<file path="config.mk">
export PLATFORM = sky130hd
export DESIGN_NAME = axis_pkt_generator_flat
export DESIGN_NICKNAME = d
export VERILOG_FILES = /design/src/rtl/axis_pkt_generator_if.sv /design/src/rtl/axis_pkt_generator.sv /design/src/flat_wrapper.sv
export SDC_FILE = /design/constraint.sdc
export NUM_CORES = 1
export LEC_CHECK = 0
export ABC_AREA = 1
export CAP_MARGIN = 15
export CORE_ASPECT_RATIO = 0.6
export CORE_MARGIN = 1.5
export CORE_UTILIZATION = 35
export CTS_BUF_LIST = sky130_fd_sc_hd__clkbuf_2
export DETAILED_ROUTE_END_ITERATION = 6
export DONT_BUFFER_PORTS = 1
export MAX_ROUTING_LAYER = met4
export PLACE_DENSITY = 0.54
export SETUP_SLACK_MARGIN = 0.3
export SLEW_MARGIN = 15
export SYNTH_ARGS = -nofsm -noshare
export SYNTH_HDL_FRONTEND = slang
export SYNTH_SLANG_ARGS = --single-unit
</file>
<file path="constraint.sdc">
create_clock -name clk -period 2.4 [get_ports clk]
set_input_delay 0.12 -clock clk [delete_from_list [all_inputs] [get_ports clk]]
set_output_delay 0.12 -clock clk [all_outputs]
set_load 0.05 [all_outputs]
</file>
<file path="src/rtl/axis_pkt_generator_if.sv">
// AXI4-Stream transmit channel: data, byte enables, last and valid/ready handshake.
interface axis_pkt_generator_if #(
    parameter int DW = 128
);
    logic [DW-1:0]   tdata;
    logic [DW/8-1:0] tkeep;
    logic            tlast;
    logic            tvalid;
    logic            tready;

    modport master (
        output tdata,
        output tkeep,
        output tlast,
        output tvalid,
        input  tready
    );

    modport slave (
        input  tdata,
        input  tkeep,
        input  tlast,
        input  tvalid,
        output tready
    );
endinterface

</file>
<file path="src/rtl/axis_pkt_generator.sv">
// Test-traffic packet source on one AXI4-Stream channel.
// A start request sends cfg_count packets of cfg_len bytes with cfg_gap idle cycles between them.
// Byte k of packet p carries (p + k) mod 256. Beats are formed from registered packet/offset
// state, so tdata/tkeep/tlast stay stable while the sink stalls.
module axis_pkt_generator #(
    parameter int DW    = 128,
    parameter int LEN_W = 16,
    parameter int CNT_W = 16,
    parameter int GAP_W = 8
) (
    input  logic             clk,
    input  logic             resetn,
    input  logic             start,
    input  logic [LEN_W-1:0] cfg_len,
    input  logic [CNT_W-1:0] cfg_count,
    input  logic [GAP_W-1:0] cfg_gap,
    output logic             busy,
    output logic             done,
    output logic [CNT_W-1:0] pkts_sent,
    axis_pkt_generator_if.master axis_tx
);
    localparam int unsigned BYTES = DW / 8;

    typedef enum logic [1:0] {
        S_IDLE,
        S_SEND,
        S_GAP,
        S_DONE
    } state_t;

    state_t r_state;
    state_t w_next;

    logic [LEN_W-1:0] r_len;
    logic [LEN_W-1:0] r_off;
    logic [CNT_W-1:0] r_count;
    logic [CNT_W-1:0] r_pkt;
    logic [GAP_W-1:0] r_gap;
    logic [GAP_W-1:0] r_gap_cnt;

    logic             w_accept;
    logic             w_send;
    logic [LEN_W-1:0] w_remain;
    logic             w_last_beat;
    logic             w_hs;
    logic             w_pkt_end;
    logic             w_final;
    logic [DW-1:0]    w_tdata;
    logic [BYTES-1:0] w_tkeep;

    assign w_accept    = (r_state == S_IDLE) && start && (cfg_len != '0) && (cfg_count != '0);
    assign w_send      = (r_state == S_SEND);
    assign w_remain    = r_len - r_off;
    assign w_last_beat = (w_remain <= LEN_W'(BYTES));
    assign w_hs        = w_send && axis_tx.tready;
    assign w_pkt_end   = w_hs && w_last_beat;
    assign w_final     = w_pkt_end && ((r_pkt + CNT_W'(1)) == r_count);

    // State register
    always_ff @(posedge clk or negedge resetn) begin
        if (!resetn) begin
            r_state <= S_IDLE;
        end else begin
            r_state <= w_next;
        end
    end

    // Next-state: packets back-to-back when gap is zero, no gap after the final packet
    always_comb begin
        w_next = r_state;
        case (r_state)
            S_IDLE: begin
                if (w_accept) begin
                    w_next = S_SEND;
                end
            end
            S_SEND: begin
                if (w_final) begin
                    w_next = S_DONE;
                end else if (w_pkt_end && (r_gap != '0)) begin
                    w_next = S_GAP;
                end
            end
            S_GAP: begin
                if (r_gap_cnt == GAP_W'(1)) begin
                    w_next = S_SEND;
                end
            end
            S_DONE: begin
                w_next = S_IDLE;
            end
            default: begin
                w_next = S_IDLE;
            end
        endcase
    end

    // Captured configuration, packet index / byte offset and gap countdown
    always_ff @(posedge clk or negedge resetn) begin
        if (!resetn) begin
            r_len     <= '0;
            r_count   <= '0;
            r_gap     <= '0;
            r_pkt     <= '0;
            r_off     <= '0;
            r_gap_cnt <= '0;
        end else begin
            if (w_accept) begin
                r_len   <= cfg_len;
                r_count <= cfg_count;
                r_gap   <= cfg_gap;
                r_pkt   <= '0;
                r_off   <= '0;
            end
            if (w_hs) begin
                if (w_last_beat) begin
                    r_off     <= '0;
                    r_pkt     <= r_pkt + CNT_W'(1);
                    r_gap_cnt <= r_gap;
                end else begin
                    r_off <= r_off + LEN_W'(BYTES);
                end
            end
            if (r_state == S_GAP) begin
                r_gap_cnt <= r_gap_cnt - GAP_W'(1);
            end
        end
    end

    // Beat formation: a lane is live while its offset is below the bytes remaining in the packet
    always_comb begin
        w_tdata = '0;
        w_tkeep = '0;
        for (int unsigned j = 0; j < BYTES; j++) begin
            if (w_send && (w_remain > LEN_W'(j))) begin
                w_tkeep[j]       = 1'b1;
                w_tdata[8*j +: 8] = r_pkt[7:0] + r_off[7:0] + 8'(j);
            end
        end
    end

    assign axis_tx.tvalid = w_send;
    assign axis_tx.tdata  = w_tdata;
    assign axis_tx.tkeep  = w_tkeep;
    assign axis_tx.tlast  = w_send && w_last_beat;

    assign busy      = (r_state == S_SEND) || (r_state == S_GAP);
    assign done      = (r_state == S_DONE);
    assign pkts_sent = r_pkt;
endmodule
</file>
<file path="src/flat_wrapper.sv">
// flat-port wrapper written by rule: the top's interface ports become plain ports
module axis_pkt_generator_flat 
#(
    parameter int DW    = 128,
    parameter int LEN_W = 16,
    parameter int CNT_W = 16,
    parameter int GAP_W = 8
)
  (clk, resetn, start, cfg_len, cfg_count, cfg_gap, busy, done, pkts_sent, axis_tx_tdata, axis_tx_tkeep, axis_tx_tlast, axis_tx_tvalid, axis_tx_tready);
  axis_pkt_generator_if #(.DW(DW)) axis_tx_i ();
  input  logic clk;
  input  logic resetn;
  input  logic start;
  input  logic [LEN_W-1:0] cfg_len;
  input  logic [CNT_W-1:0] cfg_count;
  input  logic [GAP_W-1:0] cfg_gap;
  output logic busy;
  output logic done;
  output logic [CNT_W-1:0] pkts_sent;
  output wire logic [$bits(axis_tx_i.tdata)-1:0] axis_tx_tdata;
  output wire logic [$bits(axis_tx_i.tkeep)-1:0] axis_tx_tkeep;
  output wire logic [$bits(axis_tx_i.tlast)-1:0] axis_tx_tlast;
  output wire logic [$bits(axis_tx_i.tvalid)-1:0] axis_tx_tvalid;
  input wire logic [$bits(axis_tx_i.tready)-1:0] axis_tx_tready;
  assign axis_tx_tdata = axis_tx_i.tdata;
  assign axis_tx_tkeep = axis_tx_i.tkeep;
  assign axis_tx_tlast = axis_tx_i.tlast;
  assign axis_tx_tvalid = axis_tx_i.tvalid;
  assign axis_tx_i.tready = axis_tx_tready;
  axis_pkt_generator #(.DW(DW), .LEN_W(LEN_W), .CNT_W(CNT_W), .GAP_W(GAP_W)) u_core (.clk(clk), .resetn(resetn), .start(start), .cfg_len(cfg_len), .cfg_count(cfg_count), .cfg_gap(cfg_gap), .busy(busy), .done(done), .pkts_sent(pkts_sent), .axis_tx(axis_tx_i));
endmodule
</file>
# Yosys cells after proc, flatten, opt, wreduce, memory -nomap -nowiden

Cells that the tools add are included.
Widths: inputs -> output; s select.

Flip-flop bits (word level): 82
Logic and storage cells: 132

Add/sub/neg operators: 20
Magnitude comparators: 17
Equality and inequality tests: 8
Multiplexer cells: 46
Reductions and logical operators: 34

Operator list:

| operator              | count |
|---|---|
| $mux 8                | 19 |
| $gt 16x4->1 const B   | 8 |
| $mux 16               | 6 |
| $add 8x4->8 const B   | 8 |
| $gt 16x3->1 const B   | 4 |
| $add 8x3->8 const B   | 4 |
| $gt 16x1->1 const B   | 2 |
| $gt 16x2->1 const B   | 2 |
| $reduce_bool 16->1    | 2 |
| $logic_and 1x1->1     | 24 |
| $add 16x1->16 const B | 1 |
| $add 16x5->16 const B | 1 |
| $add 8x2->8 const B   | 2 |
| $eq 16x16->1          | 1 |
| $le 16x5->1 const B   | 1 |
| $mux 1                | 16 |
| $sub 16x16->16        | 1 |
| $add 8x1->8 const B   | 1 |
| $add 8x8->8           | 1 |
| $eq 8x1->1 const B    | 1 |
| $mux 2                | 4 |
| $pmux 2 s4            | 1 |
| $reduce_bool 8->1     | 1 |
| $sub 8x1->8 const B   | 1 |
| other kinds (9)       | 13 |

# Longest topological paths before layout

Gate-level depths: netlist (run 1).

Word-level depth: 7
Gate-level depth with buffers: 20

# Worst setup path after synthesis (run 1)

No wires, ideal clock.

Path kind: register -> output
Start: register u_core.r_off[6]
End: output port axis_tx_tdata[31]
Data arrival time: 3.864 ns
Slack: -1.584 ns
Cell stages (with the launch flop): 17
Path through: dfrtp_1 inv_1 ha_1 nand2_1 inv_1 nand2_1 nand2_2 nand2_2 nand2_4 xor2_4 nand2_1 nor2_4 nand3_4 nor2_1 nor2_1 inv_1 a211oi_1

Cells in the longest elaborated chain, start to end: 4
Elaborated cells between the ends (all ways): 6
Those cells by class: 3 x add/sub; 1 x order compare; 1 x mux; 1 x reduce/logical

RTL lines:

| what                   | RTL line                  | source |
|---|---|---|
| from (decl)            | axis_pkt_generator.sv:35  | `logic [LEN_W-1:0] r_off;` |
| from (signal assigned) | axis_pkt_generator.sv:121 | `r_off <= r_off + LEN_W'(BYTES);` |
| $sub 16x16->16         | axis_pkt_generator.sv:53  | `assign w_remain = r_len - r_off;` |
| $gt 16x2->1            | axis_pkt_generator.sv:135 | `if (w_send && (w_remain > LEN_W'(j))) begin` |
| $logic_and 1x1->1      | axis_pkt_generator.sv:135 |  |
| $mux 8 (*)             | axis_pkt_generator.sv:135 |  |
| to (decl)              | flat_wrapper.sv:20        | `output wire logic [$bits(axis_tx_i.tdata)-1:0] axis_tx_tdata;` |

Every way passes the cells marked *; elsewhere a longest branch is shown, timed or not.

# Final worst setup path (run 1)

Start: register u_core.r_len[10]
End: output port axis_tx_tdata[116]

Cells in the longest elaborated chain, start to end: 4

RTL lines:

| what                   | RTL line                  | source |
|---|---|---|
| from (decl)            | axis_pkt_generator.sv:34  | `logic [LEN_W-1:0] r_len;` |
| from (signal assigned) | axis_pkt_generator.sv:109 | `r_len <= cfg_len;` |
| $sub 16x16->16         | axis_pkt_generator.sv:53  |  |
| $gt 16x4->1            | axis_pkt_generator.sv:135 |  |
| $logic_and 1x1->1      | axis_pkt_generator.sv:135 |  |
| $mux 8                 | axis_pkt_generator.sv:135 |  |

No other way between the ends.

==> impl_metrics.yaml, run 1 <==
critical_path:
  reg2reg_from: "u_core.r_len[10]"
  crit_path_start_kind: "flop"
  worst-path-buf-inv: 3
  cp_slowest_cell: "dfrtp_1"
  path_delay_family: "simple AND/OR/NAND/NOR gates"
  regToRegSetupSlack_ns: -0.26
  endpoint_kind: "primary output"
  crit_chain: "ha_4 -> nand2_4 -> nor2_4 -> and2_4 -> nand2_4 -> nand4_1 -> nand3_4 -> nor2_4 -> nand2_1 -> inv_2 -> o211ai_1 -> nand2_2 -> clkinvlp_4 -> o21ai_2 -> a21oi_4 -> buf_12"
  rr_worst_depth: 14
  worst-path-max-fanout: 5
  worstPathArrival_ns: 3.15
  required_ns: 2.28
  cpPeakStageDelay_ns: 0.47
  r2r-end: "u_core.r_off[8]"
  crit_type: "reg2out"
yosys:
  yosys.area.top_type: "dfrtp_1"
  postSynthAreaPerCell_sq_um: 6.57
  synth_nets: 1219
  synthTopCellsByArea: "dfrtp_1, nand2_1, nor2_1"
  synthFlopType: "dfrtp_1"
  async_reset_ff_frac: 1.00
  seq_area_frac_synth: 0.261
  synth-seq-cells: 78
  ys_types: 51
  synth_top_area_share: 0.261
  yosysWarnings: 0
  syn_inst: 1137
  synth_edf_count: 0
  syn_area_sq_mm: 0.00747
die:
  core-area_sq_mm: 0.0210
  dieArea_sq_mm: 0.0223
  die_y_um: 116
  die_w_um: 192
  start_util: 0.356
  pin_count: 208
  placementRows: 41
drt:
  final_antenna_net_count: 0
  vias: 8790
  drtIter0Drc: 649
  drtPass1Iterations: 6
  drcViolationCount: 0
  routed_via_density: 5.01
  routed_wl_um: 30600
  wire_per_inst_um: 17.4
clocking:
  cts_root_buf: "clkbuf_2"
  cts_buffers: 9
  clock-sinks: 78
  h-tree-depth: 3
  clk_latency_ns: 0.62
  cts.path.max_buffers: 2
  cts_tree: "yes"
  path_clk_slew_ns: 0.25
min_path:
  hold_path_end: "u_core.r_count[6]"
  min_path_type: "in2reg"
  min_delay_path_depth: 3
  hold_start: "cfg_count[6]"
finish:
  drive_gt1_frac: 0.463
  final_cells: 1756
  syn_to_final_growth_pct: 92.3
  n_fill_cell: 1655
  antennaDiodeCount: 0
  nNetsFinal: 1554
  fin_area_sq_mm: 0.0144
power:
  max-vdd-ir-drop_mv: 0.837
  totalPowerFinal_mw: 8.93
  total_leakage_power_nw: 6.54
  power_density_mw_per_mm2: 621
global_routing:
  grt_first_pass_wirelength_um: 47000
  antenna_found_initial: 0
  gr-total-overflow: 0
  grt_max_degree: 70
  first_global_vias: 8440
  track_usage: 0.283
timing:
  grt_setup_unrepaired: "yes"
  slew_headroom: 0.626
  final_hold_viol_count: 0
  finalSetupTns_ns: -121.26
  tightest_slew_ns: 0.556
  setup_violations: 183
  slew_violations: 0
  clock.fmax_mhz: 305
  clock_skew_ns: 0.0392
  worst_hold_slack_ns: 0.175
  layout_setup_ws_ns: -0.875
  period_share: 1.36
  period_minus_slack_ns: 3.27
outcome:
  status: "complete, but fails checks"
  violations: "setup timing"
placed_design:
  globalplace.congestion: 0.954
  dpl.hpwl_um: 23400
  placed_area_sq_mm: 0.0127
  post-place-cells: 1657
  io_buffer_count: 0
flow_run:
  maxCapViolCount: 0
==> cells by family (layout without fill, tap and decap cells) <==
logic type,count (synthesis),count (layout),share of synthesized area
AND/OR/NAND/NOR,607,610,0.348
buffers and inverters,195,532,0.102
AO/OA/AOI/OAI,115,115,0.0924
XOR/XNOR,79,79,0.0961
flip-flops,78,78,0.261
adder cells (fa/ha/maj),38,38,0.0636
multiplexers,23,23,0.0347
other,2,2,0.00101
==> tightest hold or removal path: stages <==
cell and delay [ns]:
dlygate4sd3_1 0.52, nor2_1 0.05, a21oi_1 0.10
==> per-layer routing <==
metal | up-vias | GRT usage | part of all wire
met5 | - | - | 0
met4 | 0 | 0.0385 | 0.010
met3 | 28 | 0.0658 | 0.065
met2 | 267 | 0.413 | 0.44
met1 | 4186 | 0.405 | 0.49
li1 | 4309 | - | -
==> area by class of cell <==
class / count / area, sq um / share of cell area
tap: 279 / 349 / 0.0243
sequential: 78 / 1960 / 0.136
inverter: 155 / 642 / 0.0447
timing repair buffer: 361 / 4700 / 0.327
clock inverter: 7 / 63.8 / 0.00444
multi-input combinational: 867 / 6610 / 0.460
clock buffer: 9 / 45.0 / 0.00313
==> through the flow <==
stage          utilization  setup WS [ns]
2_1_floorplan            -         -0.512
3_3_place_gp         0.607         -0.214
3_5_place_dp         0.607         -0.225
4_1_cts              0.670         -0.858
5_1_grt              0.685          -1.09
6_report             0.685         -0.875
==> registers in the layout, summed over array words and instances (netlist names) <==
signal and cells:
u_core.r_count 16, u_core.r_gap 8, u_core.r_state 2, u_core.r_len 16
u_core.r_gap_cnt 8, u_core.pkts_sent 16, u_core.r_off 12
==> cell usage in the layout (no fill, tap or decap), types with 35 or more instances in the layout <==
master,netlist,layout
dlygate4sd3_1,0,46
nand3_1,79,64
inv_1,139,117
xor2_1,71,70
nor2_4,4,121
nand2_1,236,183
a21oi_1,49,35
nand2_2,8,38
buf_4,2,137
buf_6,2,39
nor2_1,221,87
buf_12,0,131
dfrtp_1,78,71
==> how the worst max path moves through the flow <==
stage	end	depth (start not counted)	slack (ns)	startpoint
6_report	axis_tx_tdata[116]	16	-0.87	u_core.r_len[10]
5_1_grt	axis_tx_tdata[40]	18	-1.09	u_core.r_len[8]
4_1_cts	axis_tx_tdata[46]	16	-0.86	u_core.r_off[6]
3_5_place_dp	axis_tx_tdata[47]	17	-0.23	u_core.r_off[10]
3_3_place_gp	axis_tx_tdata[47]	17	-0.21	u_core.r_off[10]
2_1_floorplan	axis_tx_tdata[31]	17	-0.51	u_core.r_off[6]
==> cell usage after synthesis, types with 7 or more instances <==
master and n:
nand2_1 236, nor2_1 221, inv_1 139, nand3_1 79
dfrtp_1 78, xor2_1 71, a21oi_1 49, ha_1 38
clkbuf_1 26, o21ai_0 25, mux2_2 23, nand4_1 20
inv_2 12, o21ai_1 12, nor3_1 10, nor4_1 10
o32ai_1 10, nand2_2 8, buf_2 7
==> where the power goes <==
part           leakage (nW)  internal, mW  switching (mW)
combinational          5.53          3.05            3.72
sequential            0.947          1.37          0.0347
clock                0.0688         0.235           0.517
total                  6.54          4.65            4.28
==> timing repair <==
| item | CTS | global route |
|---|---|---|
| cloned | 5 | 0 |
| buffers inserted | 15 | 16 |
| hold buffers | 47 | 0 |
| hold endpoints to repair | 129 | 0 |
| gates resized for setup | 139 | 39 |
| endpoints found under the setup margin | 183 | 184 |
| pin swaps | 35 | 15 |
Note: power is estimated with default switching activity, not from simulation.
==> run 2: changes to the inputs <==
--- a/config.mk
+++ b/config.mk
@@ -5,7 +5,6 @@
 export SDC_FILE = /design/constraint.sdc
 export NUM_CORES = 1
 export LEC_CHECK = 0
-export ABC_AREA = 1
 export CAP_MARGIN = 15
 export CORE_ASPECT_RATIO = 0.6
 export CORE_MARGIN = 1.5
==> run 2 against run 1 <==
Against the previous run:
- the flow still finishes with violations (setup timing)
- sequential cell count did not move
- area after synthesis fell by 0.42%
- count of clock-buffer cells in the layout rose by 1
- first-iteration DRC count rose by 14%
- utilization fell by 3.5 points
- non-clock buffer count rose by 37
- synthesized cell count fell by 9.4%
- critical path depth fell by 2
- clock skew barely moved
- cell area fell by 5.3%
==> impl_metrics.yaml, run 2 <==
drt:
  vias: 8767
  drcViolationCount: 0
  routed_via_density: 5.27
  drtIter0Drc: 743
  wire_per_inst_um: 19.3
  final_antenna_net_count: 0
  routed_wl_um: 32100
  drtPass1Iterations: 5
critical_path:
  crit_type: "reg2out"
  endpoint_kind: "primary output"
  worst-path-max-fanout: 8
  rr_worst_depth: 17
  required_ns: 2.28
  regToRegSetupSlack_ns: -0.75
  worstPathArrival_ns: 3.58
  r2r-end: "u_core.r_off[6]"
  crit_path_start_kind: "flop"
  reg2reg_from: "u_core.r_len[6]"
finish:
  n_fill_cell: 1634
  syn_to_final_growth_pct: 82.9
  nNetsFinal: 1460
  fin_util: 0.650
  drive_gt1_frac: 0.446
  antennaDiodeCount: 0
  final_common_cell: "nand2_1"
  fin_area_sq_mm: 0.0136
  final_cell_mix: "nand2_1, buf_4, nor2_4"
outcome:
  violations: "setup timing"
  status: "complete, but fails checks"
timing:
  slew_violations: 0
  finalSetupTns_ns: -199.66
  clock.fmax_mhz: 270
  tightest_slew_ns: 0.578
  final_hold_viol_count: 0
  clock_skew_ns: 0.0388
  period_minus_slack_ns: 3.70
  worst_hold_slack_ns: 0.0702
  layout_setup_ws_ns: -1.30
  setup_violations: 183
  slew_headroom: 0.612
  grt_setup_unrepaired: "yes"
  period_share: 1.54
clocking:
  clk_latency_ns: 0.57
  clock-sinks: 78
  h-tree-depth: 3
  cts_tree: "yes"
  cts_buffers: 9
  path_clk_slew_ns: 0.25
  cts.path.max_buffers: 2
  cts_root_buf: "clkbuf_2"
placed_design:
  place_ws_ns: -0.689
  placed_area_sq_mm: 0.0112
  globalplace.congestion: 0.935
  io_buffer_count: 0
  dpl.hpwl_um: 22100
global_routing:
  antenna_found_initial: 0
  first_global_vias: 8056
  grt_max_degree: 79
  track_usage: 0.272
  grt_first_pass_wirelength_um: 45300
  gr-total-overflow: 0
die:
  start_util: 0.356
  placementRows: 41
  die_w_um: 191
  core-area_sq_mm: 0.0209
  pin_count: 208
  dieArea_sq_mm: 0.0222
  die_y_um: 116
yosys:
  synth_edf_count: 0
  yosys.area.top_type: "dfrtp_1"
  yosysWarnings: 0
  syn_inst: 1030
  synth-seq-cells: 78
  ys_types: 75
  synthTopCellsByCount: "nand2_1, nor2_1, dfrtp_1"
  synthTopCellsByArea: "dfrtp_1, nand2_1, nor2_1"
  postSynthAreaPerCell_sq_um: 7.22
  synthFlopType: "dfrtp_1"
  async_reset_ff_frac: 1.00
  seq_area_frac_synth: 0.262
  yosysMostFrequentCell: "nand2_1"
  synth_nets: 1112
  syn_area_sq_mm: 0.00744
  synth_top_area_share: 0.262
power:
  max-vdd-ir-drop_mv: 0.838
  p_sw_mw: 10.4
  power.internal_mw: 9.03
  p_seq_frac: 0.104
  clkPwrFrac: 0.040
  total_leakage_power_nw: 6.02
  power_density_mw_per_mm2: 1430
  pwr-share-comb: 0.856
  p_sw_frac: 0.536
min_path:
  min_path_type: "in2async"
flow_run:
  maxCapViolCount: 0
-- run 2: how the worst max path moves through the flow --
| stage | startpoint | end | depth (start not counted) |
|---|---|---|---|
| finish | u_core.r_len[6] | axis_tx_tdata[122] | 14 |
| global route | u_core.r_len[6] | axis_tx_tdata[46] | 13 |
| CTS | u_core.r_len[11] | axis_tx_tdata[41] | 11 |
| detailed placement | u_core.r_off[6] | axis_tx_tdata[72] | 12 |
| global placement | u_core.r_off[11] | axis_tx_tdata[41] | 12 |
| floorplan | u_core.r_off[4] | axis_tx_tdata[99] | 12 |
-- run 2: layout make-up --
cell class / instances / area (sq um) / share of cell area
Inverter: 50 / 215 / 0.0158
Timing Repair Buffer: 398 / 4620 / 0.340
Tap cell: 279 / 349 / 0.0257
Sequential cell: 78 / 1960 / 0.144
Clock inverter: 6 / 68.8 / 0.00506
Multi-Input combinational cell: 841 / 6350 / 0.466
Clock buffer: 10 / 50.0 / 0.00368
-- run 2: power by group through the flow --
stage / Clock [mW] / Combinational (mW) / Sequential, mW
after detailed placement: 0 / 13.3 / 2.04
final: 0.781 / 16.7 / 2.03
after global placement: 0 / 13.2 / 2.02
after floorplan: 0 / 8.53 / 1.98
after global routing: 0.854 / 17.4 / 2.07
after CTS: 0.789 / 14.5 / 2.02
-- run 2: cells by family after synthesis --
family                     after synthesis  synth area share
AOI/OAI and AO/OA                      170             0.158
DFF                                     78             0.262
xor gates and xnor gates                98             0.115
and+or+nand+nor                        523             0.323
muxes                                   10            0.0140
buffers and inverters                  111            0.0627
other                                    2           0.00101
adders and majority gates               38            0.0639
-- run 2: critical path: stages (launching register included) --
cell	delay (ns)
dfrtp_1	0.46
ha_4	0.30
buf_4	0.12
o211ai_1	0.17
a21oi_4	0.22
buf_6	0.13
o22ai_2	0.08
nand3b_1	0.21
nor4b_4	0.38
buf_4	0.21
nand2_8	0.11
o21ai_4	0.23
clkbuf_16	0.21
nor2_4	0.04
buf_12	0.17
-- run 2: stage by stage --
stage,power (mW),instances
final,19.5,1662
after global routing,20.4,1662
after CTS,17.3,1636
after detailed placement,15.3,1552
after global placement,15.3,1552
after floorplan,10.5,1030
-- run 2: layer usage --
metal | vias up | wire (um) | global-route usage
met5 | - | 0 | -
met4 | 0 | 587 | 0.0557
met3 | 58 | 2140 | 0.0409
met2 | 332 | 14400 | 0.394
met1 | 4221 | 15000 | 0.397
li1 | 4156 | - | -
-- run 2: repair_timing --
item / in CTS / in global routing
endpoints found under the setup margin: 183 / 188
hold buffers: 49 / 0
pin swaps: 31 / 69
endpoints found under the hold margin: 121 / 0
gates cloned: 1 / 3
setup buffers: 18 / 23
resized for setup: 137 / 212
==> run 3: changes to the inputs <==
--- a/config.mk
+++ b/config.mk
@@ -14,7 +14,6 @@
 export DONT_BUFFER_PORTS = 1
 export MAX_ROUTING_LAYER = met4
 export PLACE_DENSITY = 0.54
-export SETUP_SLACK_MARGIN = 0.3
 export SLEW_MARGIN = 15
 export SYNTH_ARGS = -nofsm -noshare
 export SYNTH_HDL_FRONTEND = slang
==> run 3 against run 2 <==
Against the previous run:
- worst setup slack gained 0.019 ns
- highest routed layer unchanged
- clock power decreased by 0.6%
- utilization is 0.13 points lower
- die area unchanged
- sequential cell count unchanged
- the run still ends with setup timing left
- critical endpoint is now axis_tx_tdata[91]
- critical path depth unchanged
- clock skew rose by 0.0087 ns
- cell area shrank 0.19%
==> impl_metrics.yaml, run 3 (synthesized netlist as in run 2, its figures left out) <==
outcome:
  status: "complete, but fails checks"
  violations: "setup timing"
die:
  dieArea_sq_mm: 0.0222
  die_y_um: 116
  core-area_sq_mm: 0.0209
  die_w_um: 191
  placementRows: 41
  pin_count: 208
  start_util: 0.356
drt:
  routed_wl_um: 31600
  drcViolationCount: 0
  drtPass1Iterations: 5
  routed_via_density: 5.32
  vias: 8835
  final_antenna_net_count: 0
  wire_per_inst_um: 19.0
  drtIter0Drc: 787
placed_design:
  dpl.hpwl_um: 22100
  placed_area_sq_mm: 0.0112
  post-place-cells: 1552
  io_buffer_count: 0
  globalplace.congestion: 0.935
timing:
  clock.fmax_mhz: 272
  final_hold_viol_count: 0
  clock_skew_ns: 0.0475
  tightest_slew_ns: 0.596
  period_share: 1.53
  slew_violations: 0
  slew_headroom: 0.600
  finalSetupTns_ns: -195.57
  period_minus_slack_ns: 3.68
  layout_setup_ws_ns: -1.28
  grt_setup_unrepaired: "yes"
  setup_violations: 183
finish:
  antennaDiodeCount: 0
  final_cell_mix: "nand2_1, buf_4, nor2_4"
  final_common_cell: "nand2_1"
  drive_gt1_frac: 0.445
  nNetsFinal: 1459
  syn_to_final_growth_pct: 82.5
  fin_util: 0.649
  n_fill_cell: 1632
  final_cells: 1661
  fin_area_sq_mm: 0.0136
critical_path:
  worstPathArrival_ns: 3.56
  worst-path-max-fanout: 8
  crit_path_start_kind: "flop"
  endpoint_kind: "primary output"
  required_ns: 2.28
  crit_type: "reg2out"
clocking:
  path_clk_slew_ns: 0.26
  cts_root_buf: "clkbuf_2"
  cts_buffers: 9
  cts.path.max_buffers: 2
  h-tree-depth: 3
  cts_tree: "yes"
  clk_latency_ns: 0.57
  clock-sinks: 78
power:
  p_sw_frac: 0.537
  clkPwrFrac: 0.040
  power.internal_mw: 8.97
  max-vdd-ir-drop_mv: 0.988
  total_leakage_power_nw: 6.01
  p_seq_frac: 0.105
  totalPowerFinal_mw: 19.4
  power_density_mw_per_mm2: 1430
  p_sw_mw: 10.4
  pwr-share-comb: 0.855
flow_run:
  maxCapViolCount: 0
global_routing:
  grt_first_pass_wirelength_um: 45100
  grt_max_degree: 79
  antenna_found_initial: 0
  first_global_vias: 8005
  gr-total-overflow: 0
  track_usage: 0.271
min_path:
  min_path_type: "in2async"
run 3: cell count changes in the layout (fill, tap and decap cells not counted), moves of 3 or more:
cell,before,now
dlygate4sd3_1,48,52
buf_8,35,32
nor2_2,23,31
a21oi_1,43,40
buf_4,160,166
nor2_4,90,85
a21oi_2,13,16
buf_6,82,75
nor2_1,61,58
inv_1,26,30
run 3: power groups by stage:
stage	registers, mW	logic [mW]	clock network (mW)
2_1_floorplan	1.98	8.53	0
3_3_place_gp	2.02	13.2	0
3_5_place_dp	2.04	13.3	0
4_1_cts	2.02	14.4	0.789
5_1_grt	2.08	17.4	0.855
6_report	2.03	16.6	0.776
run 3: critical path: stages (launching register included):
cell	delay (ns)
dfrtp_1	0.46
ha_4	0.31
buf_6	0.10
o211ai_1	0.17
a21oi_4	0.22
buf_6	0.14
o22ai_2	0.09
nand3b_1	0.21
nor4b_4	0.38
buf_4	0.21
nand2_8	0.10
o21ai_4	0.22
clkbuf_16	0.21
nor2_4	0.05
buf_12	0.16
run 3: layout make-up:
| cell class | count | area, sq um | area share |
|---|---|---|---|
| Tap cell | 279 | 349 | 0.0257 |
| Timing Repair Buffer | 397 | 4570 | 0.336 |
| Sequential cell | 78 | 1960 | 0.144 |
| Inverter | 50 | 213 | 0.0157 |
| Clock buffer | 10 | 50.0 | 0.00368 |
| Multi-Input combinational cell | 841 | 6380 | 0.469 |
| Clock inverter | 6 | 68.8 | 0.00507 |
run 3: metal layers:
layer,up-vias,share of wire,global-route usage,wire [um]
li1,4152,-,-,-
met1,4293,0.47,0.396,14900
met2,334,0.45,0.393,14200
met3,56,0.063,0.0391,1990
met4,0,0.018,0.0563,562
met5,-,0,-,0
run 3: worst paths after layout:
path / startpoint / endpoint / slack, ns / cells after the start
worst max-delay path: u_core.r_len[6] / axis_tx_tdata[91] / -1.28 / 14
worst min-delay path: resetn / u_core.r_count[8] / 0.06 / 2
worst max register to register: u_core.r_len[11] / u_core.r_off[6] / -0.69 / 12
worst min register to register: u_core.r_count[5] / u_core.r_count[5] / 0.54 / 2
max in group asynchronous: resetn / u_core.pkts_sent[0] / 1.94 / 2
min in group clk: start / u_core.r_state[0] / 0.11 / 4
run 3: what timing repair did:
action                                  4_1_cts  5_1_grt
gates cloned                                  1        4
setup buffers                                13       26
endpoints found under the hold margin       122        1
endpoints found under the setup margin      183      183
gates resized for setup                     117      221
pin swaps                                    33       66
hold buffers                                 52        1
run 3: stage by stage:
step / setup WS [ns] / hold WS, ns
after global placement: -0.617 / -0.173
after global routing: -1.44 / 0.0547
after CTS: -1.24 / 0.00141
after floorplan: -0.722 / -0.176
after detailed placement: -0.689 / -0.173
final: -1.28 / 0.0588
